===== src/rtl/pong_graphics_pkg.sv =====
// Shared constants for the Pong pixel-generation stage: screen geometry,
// colour palette and reset positions of the paddle and ball.
package pong_pkg;

    localparam int unsigned PIX_W    = 10;
    localparam int unsigned RGB_W    = 12;

    localparam int unsigned H_VIS    = 640;
    localparam int unsigned V_VIS    = 480;
    localparam int unsigned REFR_ROW = 481;

    localparam logic [RGB_W-1:0] COL_WALL = 12'h00F;
    localparam logic [RGB_W-1:0] COL_PAD  = 12'h0F0;
    localparam logic [RGB_W-1:0] COL_BALL = 12'hF00;
    localparam logic [RGB_W-1:0] COL_BG   = 12'h888;
    localparam logic [RGB_W-1:0] COL_OFF  = 12'h000;

    localparam logic [PIX_W-1:0] PAD_TOP_RST = 10'd204;
    localparam logic [PIX_W-1:0] BALL_X_RST  = 10'd320;
    localparam logic [PIX_W-1:0] BALL_Y_RST  = 10'd240;

endpackage


===== src/rtl/pong_graphics_frame_tick_gen.sv =====
// Once-per-frame refresh tick.
// Ports: clk, reset (async, active-low), pixel_x/pixel_y (scan position),
//        refr_tick (1-clk pulse on the first clk at row 481, column 0).
module frame_tick_gen
    import pong_pkg::*;
(
    input  logic             clk,
    input  logic             reset,
    input  logic [PIX_W-1:0] pixel_x,
    input  logic [PIX_W-1:0] pixel_y,
    output logic             refr_tick
);

    logic match_d;
    logic match_q;

    // Scan position sits on the refresh point; it dwells several clks there.
    always_comb begin
        match_d = (pixel_y == PIX_W'(REFR_ROW)) && (pixel_x == '0);
    end

    always_ff @(posedge clk or negedge reset) begin
        if (!reset) begin
            match_q <= 1'b0;
        end else begin
            match_q <= match_d;
        end
    end

    // Rising edge of the match so the dwell yields a single pulse.
    assign refr_tick = match_d & ~match_q;

endmodule


===== src/rtl/pong_graphics.sv =====
// Pong pixel generator: wall, right paddle and bouncing ball, with
// frame-rate game state and a 1-clk registered RGB/sync pipeline.
// Ports: clk, reset (async, active-low), pixel_x/pixel_y/video_on and
//        hsync_in/vsync_in from the sync stage, btn ({up,down});
//        rgb, hsync_out, vsync_out (all 1-clk delayed), miss_tick, miss_cnt.
// Build option: define PONG_MISS_CNT_EN for a saturating miss counter;
//        otherwise miss_cnt is constant zero.
module pong_graphics
    import pong_pkg::*;
#(
    parameter int unsigned BALL_SIZE = 8,
    parameter int unsigned BALL_V    = 2,
    parameter int unsigned PAD_H     = 72,
    parameter int unsigned PAD_V     = 4,
    parameter int unsigned PAD_X_L   = 600,
    parameter int unsigned WALL_X_L  = 32
) (
    input  logic              clk,
    input  logic              reset,
    input  logic [PIX_W-1:0]  pixel_x,
    input  logic [PIX_W-1:0]  pixel_y,
    input  logic              video_on,
    input  logic              hsync_in,
    input  logic              vsync_in,
    input  logic [1:0]        btn,
    output logic [RGB_W-1:0]  rgb,
    output logic              hsync_out,
    output logic              vsync_out,
    output logic              miss_tick,
    output logic [3:0]        miss_cnt
);

    localparam logic [PIX_W-1:0] BV_POS = PIX_W'(BALL_V);
    localparam logic [PIX_W-1:0] BV_NEG = ~BV_POS + 10'd1;

    logic             refr_tick;
    logic [PIX_W-1:0] pad_top_q, pad_top_d;
    logic [PIX_W-1:0] ball_x_q, ball_x_d;
    logic [PIX_W-1:0] ball_y_q, ball_y_d;
    logic [PIX_W-1:0] dx_q, dx_d;
    logic [PIX_W-1:0] dy_q, dy_d;
    logic             miss_tick_q, miss_tick_d;
    logic [RGB_W-1:0] rgb_q, rgb_d;
    logic             hsync_q, vsync_q;
    logic             wall_on, pad_on, ball_on, pad_hit;

    frame_tick_gen u_tick (
        .clk       (clk),
        .reset     (reset),
        .pixel_x   (pixel_x),
        .pixel_y   (pixel_y),
        .refr_tick (refr_tick)
    );

    // Ball's right edge inside paddle columns, rows overlapping, moving right.
    always_comb begin
        pad_hit = (ball_x_q + PIX_W'(BALL_SIZE - 1) >= PIX_W'(PAD_X_L))
               && (ball_x_q + PIX_W'(BALL_SIZE - 1) <= PIX_W'(PAD_X_L + 3))
               && (ball_y_q + PIX_W'(BALL_SIZE - 1) >= pad_top_q)
               && (ball_y_q <= pad_top_q + PIX_W'(PAD_H - 1))
               && !dx_q[PIX_W-1];
    end

    // Per-frame game state update.
    always_comb begin
        pad_top_d   = pad_top_q;
        ball_x_d    = ball_x_q;
        ball_y_d    = ball_y_q;
        dx_d        = dx_q;
        dy_d        = dy_q;
        miss_tick_d = 1'b0;
        if (refr_tick) begin
            if ((btn == 2'b10) && (pad_top_q >= PIX_W'(PAD_V))) begin
                pad_top_d = pad_top_q - PIX_W'(PAD_V);
            end else if ((btn == 2'b01)
                      && (pad_top_q + PIX_W'(PAD_H - 1 + PAD_V) <= PIX_W'(V_VIS - 1))) begin
                pad_top_d = pad_top_q + PIX_W'(PAD_V);
            end

            if (ball_x_q >= PIX_W'(H_VIS - BALL_SIZE)) begin
                ball_x_d    = BALL_X_RST;
                ball_y_d    = BALL_Y_RST;
                dx_d        = BV_POS;
                dy_d        = BV_POS;
                miss_tick_d = 1'b1;
            end else begin
                if (ball_y_q <= BV_POS) begin
                    dy_d = BV_POS;
                end else if (ball_y_q + PIX_W'(BALL_SIZE - 1) >= PIX_W'(V_VIS - 1 - BALL_V)) begin
                    dy_d = BV_NEG;
                end
                if (ball_x_q <= PIX_W'(WALL_X_L + 3 + BALL_V)) begin
                    dx_d = BV_POS;
                end else if (pad_hit) begin
                    dx_d = BV_NEG;
                end
                ball_x_d = ball_x_q + dx_d;
                ball_y_d = ball_y_q + dy_d;
            end
        end
    end

    // Object masks on the current scan position; all rectangles inclusive.
    always_comb begin
        wall_on = (pixel_x >= PIX_W'(WALL_X_L)) && (pixel_x <= PIX_W'(WALL_X_L + 3));
        pad_on  = (pixel_x >= PIX_W'(PAD_X_L)) && (pixel_x <= PIX_W'(PAD_X_L + 3))
               && (pixel_y >= pad_top_q) && (pixel_y <= pad_top_q + PIX_W'(PAD_H - 1));
        ball_on = (pixel_x >= ball_x_q) && (pixel_x <= ball_x_q + PIX_W'(BALL_SIZE - 1))
               && (pixel_y >= ball_y_q) && (pixel_y <= ball_y_q + PIX_W'(BALL_SIZE - 1));
        rgb_d   = COL_BG;
        if (!video_on) begin
            rgb_d = COL_OFF;
        end else if (wall_on) begin
            rgb_d = COL_WALL;
        end else if (pad_on) begin
            rgb_d = COL_PAD;
        end else if (ball_on) begin
            rgb_d = COL_BALL;
        end
    end

    always_ff @(posedge clk or negedge reset) begin
        if (!reset) begin
            pad_top_q   <= PAD_TOP_RST;
            ball_x_q    <= BALL_X_RST;
            ball_y_q    <= BALL_Y_RST;
            dx_q        <= BV_POS;
            dy_q        <= BV_POS;
            miss_tick_q <= 1'b0;
            rgb_q       <= COL_OFF;
            hsync_q     <= 1'b1;
            vsync_q     <= 1'b1;
        end else begin
            pad_top_q   <= pad_top_d;
            ball_x_q    <= ball_x_d;
            ball_y_q    <= ball_y_d;
            dx_q        <= dx_d;
            dy_q        <= dy_d;
            miss_tick_q <= miss_tick_d;
            rgb_q       <= rgb_d;
            hsync_q     <= hsync_in;
            vsync_q     <= vsync_in;
        end
    end

    assign rgb       = rgb_q;
    assign hsync_out = hsync_q;
    assign vsync_out = vsync_q;
    assign miss_tick = miss_tick_q;

`ifdef PONG_MISS_CNT_EN
    logic [3:0] miss_cnt_q, miss_cnt_d;

    // Saturating miss count, aligned with the miss_tick pulse.
    always_comb begin
        miss_cnt_d = miss_cnt_q;
        if (miss_tick_d && (miss_cnt_q != 4'd15)) begin
            miss_cnt_d = miss_cnt_q + 4'd1;
        end
    end

    always_ff @(posedge clk or negedge reset) begin
        if (!reset) begin
            miss_cnt_q <= 4'd0;
        end else begin
            miss_cnt_q <= miss_cnt_d;
        end
    end

    assign miss_cnt = miss_cnt_q;
`else
    assign miss_cnt = 4'd0;
`endif

endmodule


===== config.mk =====
export PLATFORM = sky130hd
export DESIGN_NAME = pong_graphics
export DESIGN_NICKNAME = d
export VERILOG_FILES = /design/src/rtl/pong_graphics_pkg.sv /design/src/rtl/pong_graphics_frame_tick_gen.sv /design/src/rtl/pong_graphics.sv
export SDC_FILE = /design/constraint.sdc
export NUM_CORES = 1
export LEC_CHECK = 0
export CORE_MARGIN = 3
export CORE_UTILIZATION = 55
export DETAILED_ROUTE_END_ITERATION = 10
export PLACE_DENSITY = 0.83
export REMOVE_ABC_BUFFERS = 1
export SLEW_MARGIN = 25
export SYNTH_ARGS = -nofsm -noshare
export SYNTH_HDL_FRONTEND = slang
export SYNTH_SLANG_ARGS = --single-unit

===== constraint.sdc =====
create_clock -name clk -period 10.8 [get_ports clk]
set_input_delay 1.62 -clock clk [delete_from_list [all_inputs] [get_ports clk]]
set_output_delay 1.62 -clock clk [all_outputs]
set_load 0.02 [all_outputs]

==> results.py <==
metrics = {
    "layout": {
        "drive_gt1_frac": 0.0640,
        "multiInputGateArea_um2": 3890,
        "antenna_cells": 0,
        "register_area_um2": 1470,
        "fillers": 761,
        "nets": 815,
        "area_growth_syn_to_layout_pct": 12.2,
    },
    "placement": {
        "post-place-ws_ps": 5600,
        "hpwl_um": 11100,
        "io_buffer_count": 41,
        "place.gp.congestion": 0.933,
    },
    "yosys": {
        "synth_area_um2": 5680,
        "syn-instance-count": 647,
        "synthTopCellsByArea": "ha_1 (23%), dfrtp_1 (19%), dfstp_2 (6.5%), xnor2_1 (5.7%), inv_1 (3.5%)",
        "ys_ff_latch": 58,
        "ys.flop_type": "dfrtp_1",
        "synthTopCellsByCount": "ha_1 (103), inv_1 (53), nor2_1 (48)",
        "yosysSeqAreaShare": 0.259,
        "synth_edf_count": 0,
        "synth_most_common_cell": "ha_1",
        "synth_top_area_cell": "ha_1",
        "async_flop_share": 1.00,
        "yosys_warnings": 0,
        "yosysUniqueCellTypes": 60,
        "yosys.area.top_type_share": 0.227,
        "synth.avg_cell_area_um2": 8.77,
    },
    "run": {
        "max_cap_viol_count": 0,
    },
    "grt": {
        "grt_pass1_wl_um": 24200,
        "track_usage": 0.259,
        "grt.overflow.total": 0,
        "antenna_found_initial": 0,
        "grt_max_degree": 59,
        "grt_pass1_vias": 5115,
    },
    "timing": {
        "hold_violations": 0,
        "finalMaxSlewViolations": 0,
        "setup_violations": 0,
        "fin_crit_sh": 0.499,
        "setup_ws_ps": 5410,
        "tightest_slew_ps": 910,
        "fmax_mhz": 185,
        "skew_ps": 20.6,
        "final.setup.tns_ps": 0,
        "rsz0062_at_grt": "false",
        "fin_crit_ps": 5390,
        "slew_headroom": 0.393,
    },
    "worst_setup_path": {
        "slowest_delay_ps": 680,
        "worst_ep_arrival_time_ps": 5650,
        "cp_top_family": "compound AO/OA/AOI/OAI gates",
        "cpMostUsedCell": "ha_1",
        "worstRegToRegCells": 23,
        "worstPathRequired_ps": 11060,
        "end_kind": "flop",
        "critical_path_depth": 23,
        "crit_chain": "ha_1, and3_1, o21ai_0, xnor2_1, ha_1, and4_1, and3_1, o2111ai_1, nor3_4, nor2_1, and2_1, ha_1, inv_1, fa_1, inv_1, a21o_1, nand3b_1, a211oi_1, nor2_1, o21ai_0, a31oi_1, xor2_1, a22oi_1",
        "critPathLaunchType": "flop",
        "crit_fanout": 11,
        "critPathBufInv": 2,
        "worst_path_max_delay_cell": "dfstp_2",
        "crit_type": "reg2reg",
    },
    "floorplanning": {
        "die_y_um": 108,
        "start_util": 0.573,
        "coreArea_um2": 9910,
        "pin_count": 46,
        "die_area_um2": 11600,
        "die_w_um": 108,
        "rows": 36,
    },
    "routing": {
        "first_pass_iters": 5,
        "drt_iter0_markers": 487,
        "drtAntennaViolNets": 0,
        "wl_per_cell_um": 17.7,
        "drt_wl_total_um": 14500,
        "drc_errors": 0,
        "routed_via_density": 6.22,
        "vias": 5097,
    },
    "clock_network": {
        "cts_buffers": 9,
        "cts.path.max_buffers": 2,
        "htreeDepth": 3,
        "post-cts-setup-buffer-count": 0,
        "clock_latency_ps": 360,
        "clkSinkCount": 58,
        "ctsHoldBuffers": 0,
        "clock-root-buffer": "clkbuf_8",
        "cts_resized": 0,
        "tritoncts": "built",
        "clk_pin_slew_ps": 80,
    },
    "hold_path": {
        "hold_class": "reg2reg",
        "hold_path_depth": 1,
    },
    "outcome": {
        "status": "completed",
    },
    "pwr": {
        "finalPower_mw": 0.482,
        "power_density_nw_per_um2": 75.6,
        "leakage_nw": 3.12,
        "vdd_drop_max_uv": 54.3,
    },
}
-- metal layers --
metal,vias up,track usage,part of all wire
met5,-,0,0
met4,0,0.119,0.036
met3,44,0.0426,0.067
met2,235,0.434,0.48
met1,2413,0.327,0.42
li1,2405,-,-
-- metrics by stage --
stage	cell area, µm²	instances	util	hold WS [ps]
global route	6370	820	0.643	495
global placement	6160	805	0.622	467
finish	6370	820	0.643	483
floorplan	5570	629	-	444
detailed placement	6160	805	0.622	463
CTS	6370	820	0.643	484
-- registers in the layout, indices dropped and copies added, names as in the netlist --
| name | flops |
|---|---|
| hsync_out | 1 |
| vsync_out | 1 |
| dx_q | 10 |
| miss_tick | 1 |
| u_tick.match_q | 1 |
| ball_x_q | 10 |
| pad_top_q | 8 |
| rgb | 6 |
| dy_q | 10 |
| ball_y_q | 10 |
-- cells by family after synthesis --
| family | share of synthesized area |
|---|---|
| AOI/OAI and AO/OA | 0.207 |
| xor gates and xnor gates | 0.0694 |
| adders and majority gates | 0.234 |
| buffers and inverters | 0.0586 |
| DFF | 0.259 |
| other | 0.000661 |
| and+or+nand+nor | 0.171 |
-- final timing paths --
kind | slack (ps) | end | start
max | 5410 | ball_x_q[8]$_DFFE_PN1P_ | pad_top_q[2]$_DFFE_PN1P_
min | 480 | dx_q[0]$_DFFE_PN0P_ | dx_q[0]$_DFFE_PN0P_
min in group asynchronous | 1400 | pad_top_q[5]$_DFFE_PN0P_ | reset
max in group asynchronous | 8870 | dy_q[0]$_DFFE_PN0P_ | reset
max reg2reg | 5410 | ball_x_q[8]$_DFFE_PN1P_ | pad_top_q[2]$_DFFE_PN1P_
min reg2reg | 480 | dx_q[0]$_DFFE_PN0P_ | dx_q[0]$_DFFE_PN0P_
-- area by class of cell --
type                            count  area share
Sequential cell                    58       0.231
Clock buffer                       13      0.0265
Multi-Input combinational cell    514       0.612
Tap cell                          133      0.0261
Inverter                           57      0.0336
Clock inverter                      2     0.00550
Timing Repair Buffer               43      0.0660
-- cell usage in the layout, fill, tap and decap left out, drive strengths merged, types with 13 or more instances in the layout --
cell type / netlist / layout
a21o: 15 / 15
a21oi: 36 / 36
a22o: 13 / 13
clkbuf: 9 / 13
clkdlybuf4s50: 0 / 40
dfrtp: 44 / 44
dfstp: 14 / 14
ha: 103 / 103
inv: 54 / 54
nand2: 34 / 34
nand3: 20 / 20
nor2: 48 / 48
nor3: 14 / 14
o21a: 19 / 19
o21ai: 38 / 38
xnor2: 37 / 37
-- report_power, final --
| part | switching, mW | internal, mW |
|---|---|---|
| sequential | 0.000247 | 0.219 |
| clock | 0.0916 | 0.124 |
| combinational | 0.0264 | 0.0205 |
Power figures use the tool's default switching activity.
==> edit 1 (same flow settings) <==
The package constant `RGB_W` goes from 12 to 16.
--- a/src/rtl/pong_graphics_pkg.sv
+++ b/src/rtl/pong_graphics_pkg.sv
@@ -5,3 +5,3 @@
     localparam int unsigned PIX_W    = 10;
-    localparam int unsigned RGB_W    = 12;
+    localparam int unsigned RGB_W    = 16;
 
Ports: changed (resized rgb); port bits go from 46 to 50. The function was not compared with the original's and may differ.
==> edit 1 against the unedited design <==
- routed wire length increased by 8.1%
- cell area increased by 2.8%
- critical path type unchanged
- combinational power decreased by 3%
- worst setup slack improved by 0.25 ns
- sequential power about the same
- sequential cell count unchanged
- total power decreased by 2.1%
- count of clock-buffer cells in the layout decreased by 4
- synthesized area increased by 3.0%
==> edit 1: results <==
[worst_setup_path]
reg2reg_depth = 22
cp.arrival_ns = 5.38
cp-startpoint = ball_y_q[1]
critical_path.max_stage_delay_ns = 0.47
r2r_slack_ns = 5.66
cpMaxStageDelayCell = dfrtp_1
reg2reg_to = ball_x_q[9]

[power_and_ir_drop]
ir_drop_v = 0.0000570
leakage_nw = 3.13

[grt]
antenna_found_initial = 0
grt_pass1_vias = 5417
grt_usage_pct = 28.1
grt_pass1_wl_um = 26300

[cells_and_area]
fillCellCount = 838
drive_gt1_share_pct = 7.99
layout.nets = 828
final_cells = 837

[worst_hold_path]
hold_start = dx_q[0]

[placed_design]
gp_congestion = 0.964
dp_cells = 821
dp.final_hpwl_um = 11900

[timing]
hold_viol = 0
clock_skew_ns = 0.0110
slew_headroom_pct = 37.6
max_freq_mhz = 194

[yosys]
ys_top_cells_by_count = 103 x ha_1, 51 x inv_1, 44 x dfrtp_1
syn_avg_cell_area_um2 = 8.88
async_reset_ff_share_pct = 100
synth_cell_types = 69
synthTopCellsByArea = ha_1 22%, dfrtp_1 19%, dfstp_2 6.3%
ys_seq_area_share_pct = 25.1

[route]
drt_iter0_drc = 429
dr_total_vias = 5282
wl_per_cell_um = 18.7

[run_status]
status = complete, no violations

[clock_network]
cts.repair.resized = 0
htree_levels = 3
-- edit 1: cell count changes after synthesis, moves of 5 or more --
cell / unedited run / this run
nor2_1: 48 / 38
o21a_1: 19 / 24
nor4b_1: 0 / 5
mux2i_1: 0 / 5
a22oi_1: 7 / 2
-- edit 1: kinds of logic (layout without fill, tap and decap cells) --
group | count (synthesis) | in the layout | share of synthesized area [%]
AOI/OAI and AO/OA | 187 | 187 | 22.1
and+or+nand+nor | 177 | 177 | 16.4
adders and majority gates | 105 | 105 | 22.7
buffers and inverters | 82 | 118 | 6.19
DFF | 58 | 58 | 25.1
xor gates and xnor gates | 43 | 43 | 6.57
muxes | 5 | 5 | 0.856
other | 1 | 8 | 0.0642
-- edit 1: metal layers --
| metal | track usage (%) | share of wire [%] | vias up |
|---|---|---|---|
| li1 | - | - | 2460 |
| met1 | 33.1 | 40 | 2502 |
| met2 | 47.2 | 48 | 249 |
| met3 | 5.74 | 6.8 | 71 |
| met4 | 16.2 | 4.8 | 0 |
| met5 | 0 | 0 | - |
-- edit 1: power breakdown --
| part | internal [mW] | leakage, nW | switching, mW | total [mW] |
|---|---|---|---|---|
| Combinational | 0.0200 | 2.37 | 0.0258 | 0.0457 |
| Sequential | 0.219 | 0.671 | 0.000312 | 0.219 |
| Clock | 0.106 | 0.0954 | 0.101 | 0.207 |
-- edit 1: area by class of cell --
cell class,count,share of cell area (%)
well taps,136,2.60
clock buffers,9,1.89
flip-flops and latches,58,22.4
repair buffers,48,7.00
clock inverters,7,1.05
multi-input cells,525,61.9
inverters,54,3.10
-- edit 1: through the flow --
step	instance area [um2]	util, %	hold slack [ns]
after detailed placement	6350	61.5	0.467
after floorplan	5710	-	0.444
final	6550	63.4	0.484
after CTS	6550	63.4	0.488
after global placement	6350	61.5	0.468
after global routing	6550	63.4	0.507
==> edit 2 (same flow settings) <==
Without the edit above. Put one more register stage on the output `rgb`, without a reset. The value now appears one clock later. The other outputs are not delayed to match.
--- a/src/rtl/pong_graphics.sv
+++ b/src/rtl/pong_graphics.sv
@@ -145,3 +145,5 @@
 
-    assign rgb       = rgb_q;
+    always_ff @(posedge clk) begin
+        rgb <= rgb_q;
+    end
     assign hsync_out = hsync_q;
Behaviour: not the same (a bounded check fails within 4 cycles, from zero or initial values and one cycle with reset low).
==> edit 2 against the unedited design <==
- critical path depth down 3
- utilization shrank 1.1 points
- cell area grew 3.3%
- worst setup slack worse by 0.40 ns
- routed wire length grew 8.8%
- sequential cell count rose by 6
- synthesized area up 4.5%
- combinational power is 1% higher
- total power increased by 0.27%
- highest routed layer unchanged
==> edit 2: results <==
[run_status]
status = complete, no violations

[worst_setup_path]
cp.arrival_ns = 6.04
r2r_slack_ns = 5.01
critical_path.max_stage_delay_ns = 0.72

[route]
drt_iter0_drc = 314
dr_total_vias = 5219
met1_length_um = 6560
dr_wl_met3_um = 1270
avgViaCountPerCell = 6.20
finalWirelength_um = 15800
met2_length_um = 7590

[timing]
holdWs_ns = 0.343
slew_headroom_pct = 41.1

[placed_design]
place_ws_ns = 5.10
dp.final_hpwl_um = 12100

[yosys]
synthMuxAreaShare_pct = 0.338
synthAdderAreaFrac_pct = 22.4
ys_seq_area_share_pct = 26.8
ys_ff_latch = 64
synth-xor-area-share_pct = 5.91
syn_avg_cell_area_um2 = 8.86
async_reset_ff_share_pct = 90.6
synth-compound-area-share_pct = 21.4

[cells_and_area]
multi_input_area_mm2 = 0.00401
fillCellCount = 862
multi_input_gates = 525
buffer_area_share_pct = 6.51
multi_input_area_share_pct = 60.9
buffers = 44

[grt]
use_met2_pct = 47.0
use_met3_pct = 6.87
==> edit 2: cell types whose count changed after synthesis, sizes merged, moves of 4 or more <==
cell,before,now
a21boi,2,6
nor3b,0,4
nand3b,4,0
o21ai,38,32
dfxtp,0,6
nor3,14,19
xnor2,37,33
o21a,19,23
a211oi,10,3
==> edit 2: how the worst min path moves through the flow <==
stage	startpoint	endpoint	depth (start not counted)
finish	rgb_q[10]	rgb[10]	0
detailed placement	rgb_q[2]	rgb[2]	0
CTS	rgb_q[10]	rgb[10]	0
global placement	rgb_q[2]	rgb[2]	0
global route	rgb_q[2]	rgb[2]	0
floorplan	rgb_q[10]	rgb[10]	0
==> edit 2: power groups by stage <==
stage	sequential [mW]	clock [mW]	combinational (mW)
2_1_floorplan	0.248	0	0.0186
3_3_place_gp	0.246	0	0.0454
3_5_place_dp	0.246	0	0.0473
4_1_cts	0.242	0.198	0.0476
5_1_grt	0.242	0.209	0.0525
6_report	0.242	0.193	0.0476
